<file path="src/rtl/mux_mult_seq_if.sv">
// Stream interface for the sequential mux-select multiplier.
// Operands go in on the in_* side and the 2*WIDTH product comes out on the out_* side.
interface mux_mult_seq_if #(
  parameter int WIDTH = 8
);
  logic               in_valid;
  logic               in_ready;
  logic [WIDTH-1:0]   x;
  logic [WIDTH-1:0]   y;
  logic               signed_mode;
  logic               out_valid;
  logic               out_ready;
  logic [2*WIDTH-1:0] product;
  logic               busy;

  // Producer of operands and consumer of products.
  modport master (
    output in_valid, x, y, signed_mode, out_ready,
    input  in_ready, out_valid, product, busy
  );

  // The multiplier itself.
  modport slave (
    input  in_valid, x, y, signed_mode, out_ready,
    output in_ready, out_valid, product, busy
  );
endinterface

</file>
<file path="src/rtl/mux_mult_seq.sv">
// Iterative shift-and-add multiplier: each cycle STEP multiplier bits each
// select the (shifted) multiplicand or zero, and the selected values are summed
// into a 2*WIDTH accumulator. Signed operation multiplies magnitudes and
// negates the final sum when the operand signs differ.
module mux_mult_seq #(
  parameter int WIDTH = 8,
  parameter int STEP  = 1
) (
  input  logic           clk,
  input  logic           reset,
  mux_mult_seq_if.slave  bus
);
  localparam int N  = WIDTH / ((STEP < 1) ? 1 : STEP);
  localparam int PW = 2 * WIDTH;
  localparam int CW = (N > 1) ? $clog2(N) : 1;

  // Reject parameter sets where STEP does not evenly split the multiplier.
  generate
    if (WIDTH < 2 || STEP < 1 || (WIDTH % ((STEP < 1) ? 1 : STEP)) != 0) begin : g_param_check
      $error("mux_mult_seq: WIDTH must be >= 2 and STEP must divide WIDTH");
    end
  endgenerate

  typedef enum logic [1:0] {IDLE, RUN, DONE} state_t;

  state_t            state_reg, state_next;
  logic [PW-1:0]     mcand_reg;     // multiplicand, pre-shifted to the current bit weight
  logic [WIDTH-1:0]  mplier_reg;    // remaining multiplier bits, LSB is consumed first
  logic [PW-1:0]     acc_reg;
  logic [CW-1:0]     cnt_reg;
  logic              neg_reg;
  logic [PW-1:0]     product_reg;

  logic              in_ready_c;
  logic              accept;
  logic              x_neg, y_neg;
  logic [WIDTH-1:0]  x_mag, y_mag;
  logic [PW-1:0]     pp [STEP];
  logic [PW-1:0]     sum_next;
  logic [PW-1:0]     final_val;

  // Magnitudes: -2^(W-1) negates to itself, which read unsigned is exactly 2^(W-1).
  assign x_neg  = bus.signed_mode & bus.x[WIDTH-1];
  assign y_neg  = bus.signed_mode & bus.y[WIDTH-1];
  assign x_mag  = x_neg ? -bus.x : bus.x;
  assign y_mag  = y_neg ? -bus.y : bus.y;
  assign accept = bus.in_valid & in_ready_c;

  // One mux-select partial product per multiplier bit handled this cycle.
  generate
    for (genvar gi = 0; gi < STEP; gi++) begin : g_pp
      assign pp[gi] = mplier_reg[gi] ? (mcand_reg << gi) : '0;
    end
  endgenerate

  // Running sum after folding in this cycle's partial products.
  always_comb begin
    sum_next = acc_reg;
    for (int i = 0; i < STEP; i++) begin
      sum_next = sum_next + pp[i];
    end
  end

  assign final_val = neg_reg ? -sum_next : sum_next;

  // State register.
  always_ff @(posedge clk) begin
    if (reset) begin
      state_reg <= IDLE;
    end else begin
      state_reg <= state_next;
    end
  end

  // Next-state and handshake outputs; in_ready is held low while reset is asserted.
  always_comb begin
    state_next    = state_reg;
    in_ready_c    = 1'b0;
    bus.out_valid = 1'b0;
    bus.busy      = 1'b1;
    case (state_reg)
      IDLE: begin
        in_ready_c = ~reset;
        bus.busy   = 1'b0;
        if (bus.in_valid && !reset) state_next = RUN;
      end
      RUN: begin
        if (cnt_reg == '0) state_next = DONE;
      end
      DONE: begin
        bus.out_valid = 1'b1;
        if (bus.out_ready) state_next = IDLE;
      end
      default: state_next = IDLE;
    endcase
  end

  assign bus.in_ready = in_ready_c;
  assign bus.product  = product_reg;

  // Datapath: operand capture on accept, accumulate in RUN, publish on the last RUN edge.
  always_ff @(posedge clk) begin
    if (reset) begin
      mcand_reg   <= '0;
      mplier_reg  <= '0;
      acc_reg     <= '0;
      cnt_reg     <= '0;
      neg_reg     <= 1'b0;
      product_reg <= '0;
    end else begin
      case (state_reg)
        IDLE: begin
          if (accept) begin
            mcand_reg  <= {{WIDTH{1'b0}}, x_mag};
            mplier_reg <= y_mag;
            neg_reg    <= x_neg ^ y_neg;
            acc_reg    <= '0;
            cnt_reg    <= CW'(N - 1);
          end
        end
        RUN: begin
          acc_reg    <= sum_next;
          mcand_reg  <= mcand_reg << STEP;
          mplier_reg <= mplier_reg >> STEP;
          cnt_reg    <= cnt_reg - CW'(1);
          if (cnt_reg == '0) product_reg <= final_val;
        end
        default: ;
      endcase
    end
  end
endmodule
</file>
<file path="src/flat_wrapper.sv">
// flat-port wrapper written by rule: the top's interface ports become plain ports
module mux_mult_seq_flat 
#(
  parameter int WIDTH = 8,
  parameter int STEP  = 1
)
  (clk, reset, bus_in_valid, bus_x, bus_y, bus_signed_mode, bus_out_ready, bus_in_ready, bus_out_valid, bus_product, bus_busy);
  mux_mult_seq_if #(.WIDTH(WIDTH)) bus_i ();
  input  logic clk;
  input  logic reset;
  input wire logic [$bits(bus_i.in_valid)-1:0] bus_in_valid;
  input wire logic [$bits(bus_i.x)-1:0] bus_x;
  input wire logic [$bits(bus_i.y)-1:0] bus_y;
  input wire logic [$bits(bus_i.signed_mode)-1:0] bus_signed_mode;
  input wire logic [$bits(bus_i.out_ready)-1:0] bus_out_ready;
  output wire logic [$bits(bus_i.in_ready)-1:0] bus_in_ready;
  output wire logic [$bits(bus_i.out_valid)-1:0] bus_out_valid;
  output wire logic [$bits(bus_i.product)-1:0] bus_product;
  output wire logic [$bits(bus_i.busy)-1:0] bus_busy;
  assign bus_i.in_valid = bus_in_valid;
  assign bus_i.x = bus_x;
  assign bus_i.y = bus_y;
  assign bus_i.signed_mode = bus_signed_mode;
  assign bus_i.out_ready = bus_out_ready;
  assign bus_in_ready = bus_i.in_ready;
  assign bus_out_valid = bus_i.out_valid;
  assign bus_product = bus_i.product;
  assign bus_busy = bus_i.busy;
  mux_mult_seq #(.WIDTH(WIDTH), .STEP(STEP)) u_core (.clk(clk), .reset(reset), .bus(bus_i));
endmodule
</file>
<file path="config.mk">
export PLATFORM = sky130hd
export DESIGN_NAME = mux_mult_seq_flat
export DESIGN_NICKNAME = d
export VERILOG_FILES = /design/src/rtl/mux_mult_seq_if.sv /design/src/rtl/mux_mult_seq.sv /design/src/flat_wrapper.sv
export SDC_FILE = /design/constraint.sdc
export NUM_CORES = 1
export LEC_CHECK = 0
export CORE_UTILIZATION = 45
export CTS_CLUSTER_DIAMETER = 80
export DETAILED_ROUTE_END_ITERATION = 8
export PLACE_DENSITY_LB_ADDON = 0.08
export SYNTH_ARGS = -nofsm -noshare
export SYNTH_HDL_FRONTEND = slang
export SYNTH_SLANG_ARGS = --single-unit
</file>
<file path="constraint.sdc">
create_clock -name clk -period 7.6 [get_ports clk]
set_input_delay 1.9 -clock clk [delete_from_list [all_inputs] [get_ports clk]]
set_output_delay 1.9 -clock clk [all_outputs]
set_load 0.01 [all_outputs]
</file>
=== After elaboration in Yosys (flattened, before gate mapping) ===
Cells that the tools add are included.

* Input bits: 21
* Output and inout port bits: 19
* Register bits after elaboration: 62

* Reductions and logical operators: 9
* Bitwise gates (word level): 5
* Muxes and demuxes: 19
* $add $sub $neg: 5
* Equality and inequality tests: 6

{| class="wikitable"
|+ Operators with widths
! cell !! number
|-
| two-way mux 16 bit || 4
|-
| one-hot mux 16 bit (2 select lines) || 2
|-
| two-way mux 8 bit || 3
|-
| adder 16 bit || 1
|-
| negator 16 bit || 1
|-
| negator 8 bit || 2
|-
| one-hot mux 8 bit (2 select lines) || 1
|-
| two-way mux 2 bit || 3
|-
| inequality test 2 x 1 -> 1 bit (second input constant) || 3
|-
| one-hot mux 2 bit (3 select lines) || 1
|-
| one-hot mux 3 bit (2 select lines) || 1
|-
| AND reduction 2 bit || 3
|-
| bitwise AND 1 bit || 3
|-
| zero test 3 bit || 1
|-
| two-way mux 1 bit || 3
|-
| two-way mux 3 bit || 1
|-
| AND reduction 3 bit || 1
|-
| subtractor 3 x 1 -> 3 bit (second input constant) || 1
|-
| equality test 2 x 1 -> 1 bit (second input constant) || 1
|-
| equality test 2 bit (second input constant) || 1
|-
| zero test 2 bit || 1
|-
| inequality test 2 bit (second input constant) || 1
|-
| nonzero test 2 bit || 1
|-
| logical AND 1 bit || 1
|-
| other kinds (3) || 3
|}

=== Longest topological paths before layout ===
Gate-level depths: netlist (run 1).

* Depth after elaboration: 5
* Mapped depth: 12
* Gate-level depth less buffers: 11

=== Least setup slack after synthesis (run 1) ===
OpenSTA, ideal clock, no wires.

* Path type: input port to output port
* From: input reset
* To: output bus_in_ready
* Cell stages on the path: 1
* Buffers on the path: 0
* Arrival: 2.237 ns
* Path slack: 3.463 ns
* Cells stage by stage: nor3_1

* Word-level cells in the longest chain between the ends: 2

{| class="wikitable"
|+ RTL lines
! item !! line !! source
|-
| start, declared || flat_wrapper.sv:10 || <nowiki>input logic reset;</nowiki>
|-
| NOT 1 bit || mux_mult_seq.sv:83 || <nowiki>in_ready_c = ~reset;</nowiki>
|-
| two-way mux 1 bit || mux_mult_seq.sv:81 || <nowiki>case (state_reg)</nowiki>
|-
| end, declared || flat_wrapper.sv:16 || <nowiki>output wire logic [$bits(bus_i.in_ready)-1:0] bus_in_ready;</nowiki>
|}

No other way between the ends.

=== Final worst setup path (run 1) ===
Same ends and word-level chain as after synthesis.

==> results by stage, run 1 <==
Status:
- The run finished with clean final reports.

Global route:
- The number of antenna violations at the first check in global routing came to 0.
- The sum of overflow across all layers after global routing is 0.
- The largest net degree at the start of global routing is 69.
- The number of global-route vias before repair is 3402.
- The first global-routing pass estimated roughly 16000 microns of wire.
- Across every metal layer, demand over resource in global routing totals 0.214.

STA:
- For the pin with the worst max-slew slack, the measured transition is just under 0.9 ns.
- Setup violations remaining at the end of the flow were counted as 0.
- Adding up every negative setup slack in the final design gives 0 ns.
- The highest clock rate is 194 MHz.
- The number of failing hold endpoints at the final stage is 0.
- The number of pins exceeding their max-slew limit in the final report is 0.
- Setup slack on the critical path of the routed design comes to 2.45 ns.
- Of the available clock period, the critical path in the final layout requires 0.678.
- The shortest clock period the worst path allows after layout is 5.15 ns.
- Headroom to the max-slew limit came out at 0.417.
- Setup repair after global routing left no endpoint under its margin.
- For the final database, setup skew stands at about 0.012 ns.

Setup path:
- The required arrival time at the worst endpoint is about 5.7 ns.
- The critical path class is input port to output port.
- The largest driver fanout on the critical path is 68.
- STA classifies the critical path startpoint as an input port.
- The sort of element at the end of the critical path is an output port.
- The arrival time of data at the critical path endpoint is approximately 3.3 ns.

Synthesis:
- The most instantiated library cell after synthesis is sky130_fd_sc_hd__dfxtp_1.
- The average instance in the mapped netlist occupies just under 8 sq um.
- The synthesis-stage register bit count is 62.
- Yosys mapped the design onto between 50 and 60 distinct sky130hd cell types.
- After synthesis, the share of flip-flops with an asynchronous set or reset is 0.
- After synthesis the cells add up to approximately 4000 sq um.
- The most used flip-flop cell after synthesis is sky130_fd_sc_hd__dfxtp_1.
- The cell count after synthesis came out at between 500 and 600.
- During synthesis, Yosys emitted a total of 0 warnings.
- Sorting the synthesized cells by area gives the leading types as sky130_fd_sc_hd__dfxtp_1 (31%), sky130_fd_sc_hd__a21oi_1 (7.1%), sky130_fd_sc_hd__ha_1 (6.2%).
- The share of the Yosys chip area taken by registers is 0.309.
- Of the post-synthesis cell area, the dominant cell type holds 0.309.
- The net count after synthesis is approximately 560.
- By count the netlist is led by sky130_fd_sc_hd__dfxtp_1 (62), sky130_fd_sc_hd__nand2_1 (58), sky130_fd_sc_hd__a21oi_1 (57).
- Yosys mapped a number of flops with a built-in enable equal to 0.
- The synthesized design spends more area on one cell type than any other, namely sky130_fd_sc_hd__dfxtp_1.

Clock network:
- The maximum level of the CTS H-tree is 3.
- TritonCTS built the clock tree.
- In this run the deepest clock path goes through 2 buffers.
- The clock-pin slew on the worst setup and hold paths is ~0.070 ns.
- The number of post-CTS setup repair buffers is 0.
- In this run, post-CTS repair resized a total of 0 instances.
- The hold-fix buffer count after cts is 0.
- The number of buffers created by CTS is 9.
- For the worst-skew pair, the clock arrives at the later sink with an insertion delay of 0.33 ns.
- The root buffer cell chosen for the clock tree is sky130_fd_sc_hd__clkbuf_8.
- The clock sink count is 62.

Placed design:
- Port buffering added 39 buffers.
- Once placement completed, the tool counted placed cells totaling 633.
- At the end of routability-driven placement, the weighted congestion stood at just under 0.8.
- The sum of net half-perimeters after detailed placement is 6690 microns.
- The post-place setup slack is 2.43 ns.

Floorplanning:
- During I/O placement, the number of pins put on the boundary was 40.
- The die boundary height is about 96 microns.
- The starting density of the core is 0.463.
- The floorplan core area is about 8700 sq um.
- The die outline area is a little over 9000 sq um.
- The die span in x is a little under 100 microns.
- After floorplanning, the core was divided into 34 placement rows.

Drt:
- In this run, the number of DRC markers left after iteration 0 of detailed routing was approximately 220.
- The number of nets with antenna violations after detailed routing is 0.
- The first TritonRoute pass finished after 4 iterations.
- The routed layout has roughly 3700 vias.
- Dividing the detail-routed via count by the number of cells gives ~5.7.
- Wires add up to around 9400 microns.
- The total DRC errors in the routed layout is 0.
- The average wire per cell in the routed design is ~14 microns.

Finish:
- Of the cells placed in the final design, the portion with a size suffix greater than 1 is 0.0685.
- The repair_antennas step left the layout with diodes totalling 0.
- The net count of the finished layout is between 500 and 600.
- The final non-filler cell total is 648.
- The layout-stage area growth over the synthesis result is 15.0%.

Power:
- The static leakage is ~1.8 nW.
- In this run the power density over the cells is about 170 nW/um^2.
- Across the VDD grid, the largest voltage drop is approximately 0.084 mV.

Run:
- The reported max-cap violation count is 0.

Hold path:
- In this run the worst hold path is classified as flip-flop to flip-flop.
cells by family (layout without fill, tap and decap cells):
family | count (synthesis) | after routing | share of synthesized area
AND/OR/NAND/NOR | 213 | 213 | 0.265
flip-flops | 62 | 62 | 0.309
XOR/XNOR | 30 | 30 | 0.0655
multiplexers | 3 | 3 | 0.00748
AO/OA/AOI/OAI | 139 | 139 | 0.238
buffers and inverters | 47 | 72 | 0.0471
adder cells (fa/ha/maj) | 21 | 21 | 0.0673
power by group:
part	leakage, nW	internal (mW)	switching, mW	total (mW)
Clock	0.0982	0.143	0.124	0.267
Sequential	0.503	0.343	0.0134	0.356
Combinational	1.18	0.0579	0.0855	0.143
metrics by stage:
stage	hold slack, ns	util	cell area [sq um]	total power [mW]
floorplan	0.432	-	4010	0.453
global placement	0.444	0.511	4430	0.505
detailed placement	0.449	0.511	4430	0.508
CTS	0.457	0.532	4610	0.776
global route	0.474	0.532	4610	0.808
finish	0.458	0.532	4610	0.767
metal layers:
metal | share of wire | vias up | global-route usage | routed length [microns]
met3 | 0.025 | 14 | 0.0313 | 231
met4 | 0.020 | 0 | 0.0993 | 186
li1 | - | 1894 | - | -
met2 | 0.49 | 62 | 0.368 | 4580
met5 | 0 | - | 0 | 0
met1 | 0.47 | 1735 | 0.263 | 4360
critical path, stage by stage:
cell and delay, ns:
sky130_fd_sc_hd__buf_2 0.10, sky130_fd_sc_hd__buf_4 0.31, sky130_fd_sc_hd__nor3_1 0.33, sky130_fd_sc_hd__clkdlybuf4s50_1 0.60
layout make-up:
type | instances | area (sq um)
repair buffers | 43 | 415
clock buffers | 12 | 165
clock inverters | 3 | 18.8
fillers | 868 | 4060
flip-flops and latches | 62 | 1240
well taps | 108 | 135
inverters | 14 | 52.6
multi-input cells | 406 | 2590
path summary, 6_finish.rpt:
kind                                       from                                   to  slack (ns)  depth (start not counted)
min reg2reg  u_core.bus.product[7]$_SDFFE_PP0P_   u_core.bus.product[7]$_SDFFE_PP0P_        0.46                          2
max                                       reset                         bus_in_ready        2.45                          4
min          u_core.bus.product[7]$_SDFFE_PP0P_   u_core.bus.product[7]$_SDFFE_PP0P_        0.46                          2
max reg2reg   u_core.mplier_reg[0]$_SDFFE_PP0P_  u_core.bus.product[12]$_SDFFE_PP0P_        3.89                         11
cell usage in the layout (no fill, tap or decap), drive strengths merged, types with 6 or more instances in the layout:
cell type       n
a21oi          58
clkbuf         12
clkdlybuf4s50  38
and2           21
nand3          34
ha             20
nand2          58
inv            14
or3             7
xnor2           9
a211oi         11
nor2           43
a22oi           8
nand4           6
a221oi          7
nor3           15
o21ai          12
xor2           21
a21o            6
a31oi           8
dfxtp          62
No activity file was read; power rests on OpenSTA's default activity.
==> run 2: changes to the inputs <==
- clock period: 7.6 -> 4.4 ns (I/O delays scaled with it)
==> results by stage, run 2 (synthesized netlist as in run 1, its figures left out) <==
Floorplanning:
- The die span in x is 96.4 microns (unchanged).
- The die outline area is 9300 sq um (unchanged).
- The die boundary height came to 96.4 microns (unchanged).
- The floorplan core area is 8680 sq um (unchanged).
- The total number of placement rows is 34 (unchanged).
- The number of top-level pins is 40 (unchanged).
- The starting density of the core is 0.463 (unchanged).

Global route:
- The global-route usage over all layers came to 0.219 (+0.00447).
- The number of antenna violations at the first check in global routing is 0 (unchanged).
- The number of global-route vias before repair is 3216 (-5.5%).
- The largest net degree at the start of global routing was 68 (-1.4%).
- The first-pass GRT wire length came to 15600 microns (-0.13%).
- The sum of overflow across all layers after global routing is 0 (unchanged).

Clock network:
- The maximum count of clock buffers along a single path is 2 (unchanged).
- TritonCTS built the clock tree.
- The clock sink count is 62 (unchanged).
- The number of gates resized after cts is 0 (unchanged).
- The maximum level of the CTS H-tree came to 3 (unchanged).
- The number of post-CTS setup repair buffers was 0 (unchanged).
- The clock-pin slew on the worst setup and hold paths was 0.07 ns (about the same).
- The hold-fix buffer count after cts is 0 (unchanged).
- The latest clock arrival within the worst-skew pair is 0.35 ns (+0.02 ns).
- The number of buffers created by CTS is 9 (unchanged).
- The clock root buffer is sky130_fd_sc_hd__clkbuf_8.

Drt:
- The number of detailed-route iterations in the first pass is 4 (unchanged).
- The number of design-rule violations left by the first detailed-router iteration is 184 (-16%).
- The via count came to 3717 (+0.32%).
- The average wire per cell in the routed design is 14.9 microns (+3.2%).
- The total DRC errors in the routed layout is 0 (unchanged).
- The detailed-route vias per instance came to 5.72 (about the same).
- The sum of routed wire length over all layers is 9690 microns (+3.5%).
- The number of nets with antenna violations after detailed routing came to 0 (unchanged).

STA:
- Of the available clock period, the critical path in the final layout requires 0.787.
- Subtracting the final worst setup slack from the clock period gives about 3.5 ns.
- The smallest hold slack is 0.460 ns (+0.00175 ns).
- The number of pins exceeding their max-slew limit in the final report is 0 (unchanged).
- The number of failing hold endpoints at the final stage came to 0 (unchanged).
- The total negative slack came to 0 ns (unchanged).
- The transition time at the pin with the least slew margin was 0.931 ns (+0.0593 ns).
- Setup repair after global routing left no endpoint under its margin.
- The setup clock skew after layout is 0.00800 ns (-0.00373 ns).
- The highest clock rate is about 290 MHz.
- The count of final setup violators is 0 (unchanged).
- The headroom to the max-slew limit was 0.377 (-0.0397).

Setup path:
- By startpoint and endpoint, the worst setup path is classified as flip-flop to flip-flop.
- The arrival time of data at the critical path endpoint is 3.73 ns (+0.48 ns).
- The register-to-register setup slack was 0.94 ns (-2.95 ns).
- The depth of the worst register-to-register path is 11 (unchanged).
- The startpoint identified for the worst register-to-register timing path is u_core.mplier_reg[0]$_SDFFE_PP0P_.
- The type of element launching the critical path is a flip-flop.
- The required arrival time at the worst endpoint was 4.66 ns (-1.04 ns).
- The sort of element at the end of the critical path is a flip-flop.
- The endpoint of the worst-slack reg-to-reg timing path is u_core.bus.product[12]$_SDFFE_PP0P_.
- The largest driver fanout on the critical path came to 17 (-75%).

Power:
- The net load switching power is 0.407 mW (+83%).
- The share of total power in the clock network is 0.405 (+0.057).
- The cell-internal power is 1.04 mW (+92%).
- The sequential power share is 0.425 (-0.040).
- The switching power as a share of total power came to 0.281 (-0.00993).
- The total power density per cell area is 310 nW/um^2 (+87%).
- The overall power of the completed layout is 1.45 mW (+89%).
- The share of power burned in combinational logic is 0.170 (-0.017).
- The worst IR drop on VDD is 0.124 mV (+48%).
- The static leakage was 1.80 nW (+1.3%).

Finish:
- The library cell used most frequently in the layout, excluding fill and tap cells, is sky130_fd_sc_hd__dfxtp_1.
- The area growth from synthesis to layout is 16.4%.
- The fraction of layout cells with a size suffix above 1 is 0.0720 (+0.00344).
- The share of the core filled with cells is 0.538 (+0.00649).
- In the layout the commonest cells are sky130_fd_sc_hd__dfxtp_1 (62), sky130_fd_sc_hd__nand2_1 (58), sky130_fd_sc_hd__a21oi_1 (57).
- The final antenna diode count came to 0 (unchanged).
- The number of nets in the layout is 579 (+0.17%).

Hold path:
- The terminating pin of the worst hold path is u_core.mcand_reg[11]$_SDFFE_PP0P_.
- The startpoint identified for the worst hold timing path is u_core.mcand_reg[10]$_SDFFE_PP0P_.
- The number of instances on the worst hold path was 2 (unchanged).
- The path class of the tightest hold or removal check is flip-flop to flip-flop.

Placed design:
- The sum of net half-perimeters after detailed placement came to 6950 microns (+3.8%).
- The count of buffers from port buffering is 39 (unchanged).
- The final RePlAce weighted congestion was 0.826 (+5.1%).

Run:
- The reported max-cap violation count is 0 (unchanged).

Status:
- The flow ran to the end, and the final reports show no timing, DRC or antenna violations.
[run 2: power by group through the flow]
| stage | clock, mW | sequential [mW] | combinational, mW |
|---|---|---|---|
| finish | 0.587 | 0.616 | 0.247 |
| global placement | 0 | 0.627 | 0.247 |
| floorplan | 0 | 0.627 | 0.156 |
| CTS | 0.600 | 0.616 | 0.250 |
| detailed placement | 0 | 0.628 | 0.249 |
| global route | 0.620 | 0.620 | 0.277 |
[run 2: worst max-delay path by stage]
stage               cells after the start                             endpoint                               from  slack, ns
floorplan                              12  u_core.bus.product[12]$_SDFFE_PP0P_  u_core.mplier_reg[0]$_SDFFE_PP0P_       1.20
global placement                       11  u_core.bus.product[12]$_SDFFE_PP0P_  u_core.mplier_reg[0]$_SDFFE_PP0P_       1.07
detailed placement                     11  u_core.bus.product[12]$_SDFFE_PP0P_  u_core.mplier_reg[0]$_SDFFE_PP0P_       0.95
CTS                                    11  u_core.bus.product[12]$_SDFFE_PP0P_  u_core.mplier_reg[0]$_SDFFE_PP0P_       0.92
global route                           11  u_core.bus.product[12]$_SDFFE_PP0P_  u_core.mplier_reg[0]$_SDFFE_PP0P_       0.56
finish                                 11  u_core.bus.product[12]$_SDFFE_PP0P_  u_core.mplier_reg[0]$_SDFFE_PP0P_       0.94
[run 2: area by class of cell]
cell class                      instances  area (sq um)
Multi-Input combinational cell        406          2590
Timing Repair Buffer                   44           423
Fill cell                             871          4010
Clock buffer                           11           151
Sequential cell                        62          1240
Tap cell                              108           135
Clock inverter                          5          81.3
Inverter                               14          52.6
[run 2: metrics by stage]
step                      worst slack [ns]  instance area, sq um  std cells
after CTS                            0.919                  4670        650
after global routing                 0.559                  4670        650
final                                0.936                  4670        650
after global placement                1.07                  4440        634
after floorplan                       1.20                  4010        515
after detailed placement             0.951                  4440        634
[run 2: worst max-delay path: stages, from the launching register on]
cell and delay (ns):
sky130_fd_sc_hd__dfxtp_1 0.42, sky130_fd_sc_hd__and2_1 0.22, sky130_fd_sc_hd__ha_1 0.20, sky130_fd_sc_hd__fa_1 0.43, sky130_fd_sc_hd__a21o_1 0.21, sky130_fd_sc_hd__a221oi_4 0.35
sky130_fd_sc_hd__nor3_2 0.09, sky130_fd_sc_hd__a311oi_2 0.40, sky130_fd_sc_hd__nand4_2 0.24, sky130_fd_sc_hd__o41ai_1 0.46, sky130_fd_sc_hd__xor2_1 0.12, sky130_fd_sc_hd__a211oi_1 0.23
[run 2: routing by layer]
| metal | GRT usage | vias up | wire length, microns |
|---|---|---|---|
| met1 | 0.278 | 1718 | 4440 |
| met5 | 0 | - | 0 |
| met4 | 0.119 | 0 | 263 |
| met2 | 0.354 | 81 | 4680 |
| met3 | 0.0344 | 19 | 308 |
| li1 | - | 1899 | - |
==> patch (flow settings as in run 1) <==
`WIDTH` is set to 8 in 3 places; all go to 16.
--- a/src/rtl/mux_mult_seq_if.sv
+++ b/src/rtl/mux_mult_seq_if.sv
@@ -1,7 +1,7 @@
 // Stream interface for the sequential mux-select multiplier.
 // Operands go in on the in_* side and the 2*WIDTH product comes out on the out_* side.
 interface mux_mult_seq_if #(
-  parameter int WIDTH = 8
+  parameter int WIDTH = 16
 );
   logic               in_valid;
   logic               in_ready;
--- a/src/rtl/mux_mult_seq.sv
+++ b/src/rtl/mux_mult_seq.sv
@@ -3,7 +3,7 @@
 // into a 2*WIDTH accumulator. Signed operation multiplies magnitudes and
 // negates the final sum when the operand signs differ.
 module mux_mult_seq #(
-  parameter int WIDTH = 8,
+  parameter int WIDTH = 16,
   parameter int STEP  = 1
 ) (
   input  logic           clk,
--- a/src/flat_wrapper.sv
+++ b/src/flat_wrapper.sv
@@ -1,7 +1,7 @@
 // flat-port wrapper written by rule: the top's interface ports become plain ports
 module mux_mult_seq_flat 
 #(
-  parameter int WIDTH = 8,
+  parameter int WIDTH = 16,
   parameter int STEP  = 1
 )
   (clk, reset, bus_in_valid, bus_x, bus_y, bus_signed_mode, bus_out_ready, bus_in_ready, bus_out_valid, bus_product, bus_busy);
Interface: changed (resized bus_product, bus_x and bus_y); port bits go from 40 to 72. No check against the original RTL was run, so the function may have changed too.
==> patch against run 1 <==
  * Setup slack improved by 130 ps
  * Register-to-register slack worse by 710 ps
  * Total power up 130%
  * Via count grew 100%
  * Die area is 100% higher
  * Synthesized cell count increased by 110%
  * Non-clock buffer count rose by 35
  * Routed wire length rose by 120%
  * Sequential cell count rose by 57
  * Synthesized area up 100%
  * Final area rose by 100%
  * Sequential share of layout area shrank 1.7 points
==> patch: results (changes against run 1) <==
reg2reg start u_core.mplier_reg[0]; TritonRoute pass-1 iters 5 (+1); global-route wire length before repair 33.60 mm (+120%); post-DP HPWL 14.81 mm (+120%); Reg2Reg Depth 12 (+1); Worst-Skew Late Latency 420 ps (+90 ps); GRT Total Usage 22.76% (+1.3 points); clk slew on worst S/H paths 60 ps; LEAKAGE 0.003539 uW (+99%); met1 Track Usage GR 33.30% (+7.0 points); total wire length 20.34 mm (+120%); post-synth cell types 78 (+32%); # fillers 1,718 (+98%); Hold Path Class reg2reg; CTS Root Cell clkbuf_16; Worst Setup SP reset; skew final 10.20 ps (-1.528 ps); Synth Warn # 0 (unchanged); vias in the first global route 6,755 (+99%); crit-path max cell delay 620 ps (+20 ps); Top FF cell, synth dfxtp_1; Resized cells post-CTS 0 (unchanged); Worst VDD drop 134.5 uV (+60%); EDFF count, synth 0 (unchanged); reg2reg end u_core.bus.product[28]; pin count of the biggest net entering global routing 90 (+30%); Async SR Flop Fraction 0% (unchanged); TritonCTS buffer count 17 (+8); Syn Nets 1,144 (+110%); Top Layer Used met4; post-synthesis sequential area ratio 29.31% (-1.6 points); fraction of layout cells with a size suffix above 1 5.957% (-0.90 points); Worst Tran Pin Value 1058 ps (+186.5 ps); routed wl met3 1.105 mm (+380%); GR Util met3 3.318% (+0.19 points); net count reported at finish 1,168 (+100%); grt met2 use 34.01% (-2.8 points); Starting DRT DRC Count 429 (+97%); Critical Path Sink bus_in_ready; Worst Path Max Fanout 35 (-49%); commonest cells in the netlist 131 x nand2_1, 119 x dfxtp_1, 113 x a21oi_1; reg2reg setup slack 3180 ps (-710 ps); met1 WL 10.49 mm (+140%); routed vias 7,571 (+100%); CTS H-tree lvls 4 (+1); DP Area 8884 sq um (+100%); Setup Fix Bufs, Post-CTS 0 (unchanged); outcome finished, final reports clean; Worst Path Arrival 3120 ps (-130 ps); CP max stage cell clkdlybuf4s50_1; GP Congestion 0.8597 (+9.3%); top post-synthesis cells by area dfxtp_1 29%, a21oi_1 7.0%, nand2_1 6.0%; met2 WL post-DR 8.521 mm (+86%); Port Buffers 71 (+82%)
==> patch: through the flow <==
| stage | hold slack, ps | instances | util (%) | setup slack, ps |
|---|---|---|---|---|
| 2_1_floorplan | 431.6 | 1071 | - | 3463 |
| 3_3_place_gp | 440.4 | 1301 | 50.83 | 2577 |
| 3_5_place_dp | 446.1 | 1301 | 50.83 | 2555 |
| 4_1_cts | 452.3 | 1333 | 54.08 | 2544 |
| 5_1_grt | 476.4 | 1333 | 54.08 | 2456 |
| 6_report | 449.4 | 1333 | 54.08 | 2580 |
==> patch: logic make-up after synthesis <==
kind of cell,after synthesis,share of synthesized area [%]
AND/OR/NAND/NOR,420,24.86
multiplexers,6,0.7542
flip-flops,119,29.31
XOR/XNOR,68,7.419
buffers and inverters,92,4.556
AO/OA/AOI/OAI,330,27.47
adder cells (fa/ha/maj),36,5.633
==> patch: area by class of cell <==
type                       instances  share of cell area, %
sequential                       119                  25.21
clock buffer                      21                  4.977
timing repair buffer              78                  8.049
tap                              225                  2.979
clock inverter                    11                  1.033
multi-input combinational        860                  57.00
inverter                          19                 0.7546
==> patch: how the worst min path moves through the flow <==
stage	start	endpoint	slack (ps)	cells past startpoint
floorplan	u_core.mplier_reg[5]	u_core.mplier_reg[4]	430	2
global route	u_core.neg_reg	u_core.neg_reg	480	2
CTS	u_core.neg_reg	u_core.neg_reg	450	2
global placement	u_core.bus.product[2]	u_core.bus.product[2]	440	2
detailed placement	u_core.neg_reg	u_core.neg_reg	450	2
finish	u_core.neg_reg	u_core.neg_reg	450	2
==> patch: power breakdown <==
part	internal, uW	switching [uW]	leakage [uW]
sequential	661	24.9	0.000965
combinational	116	174	0.00230
clock	474	299	0.000272
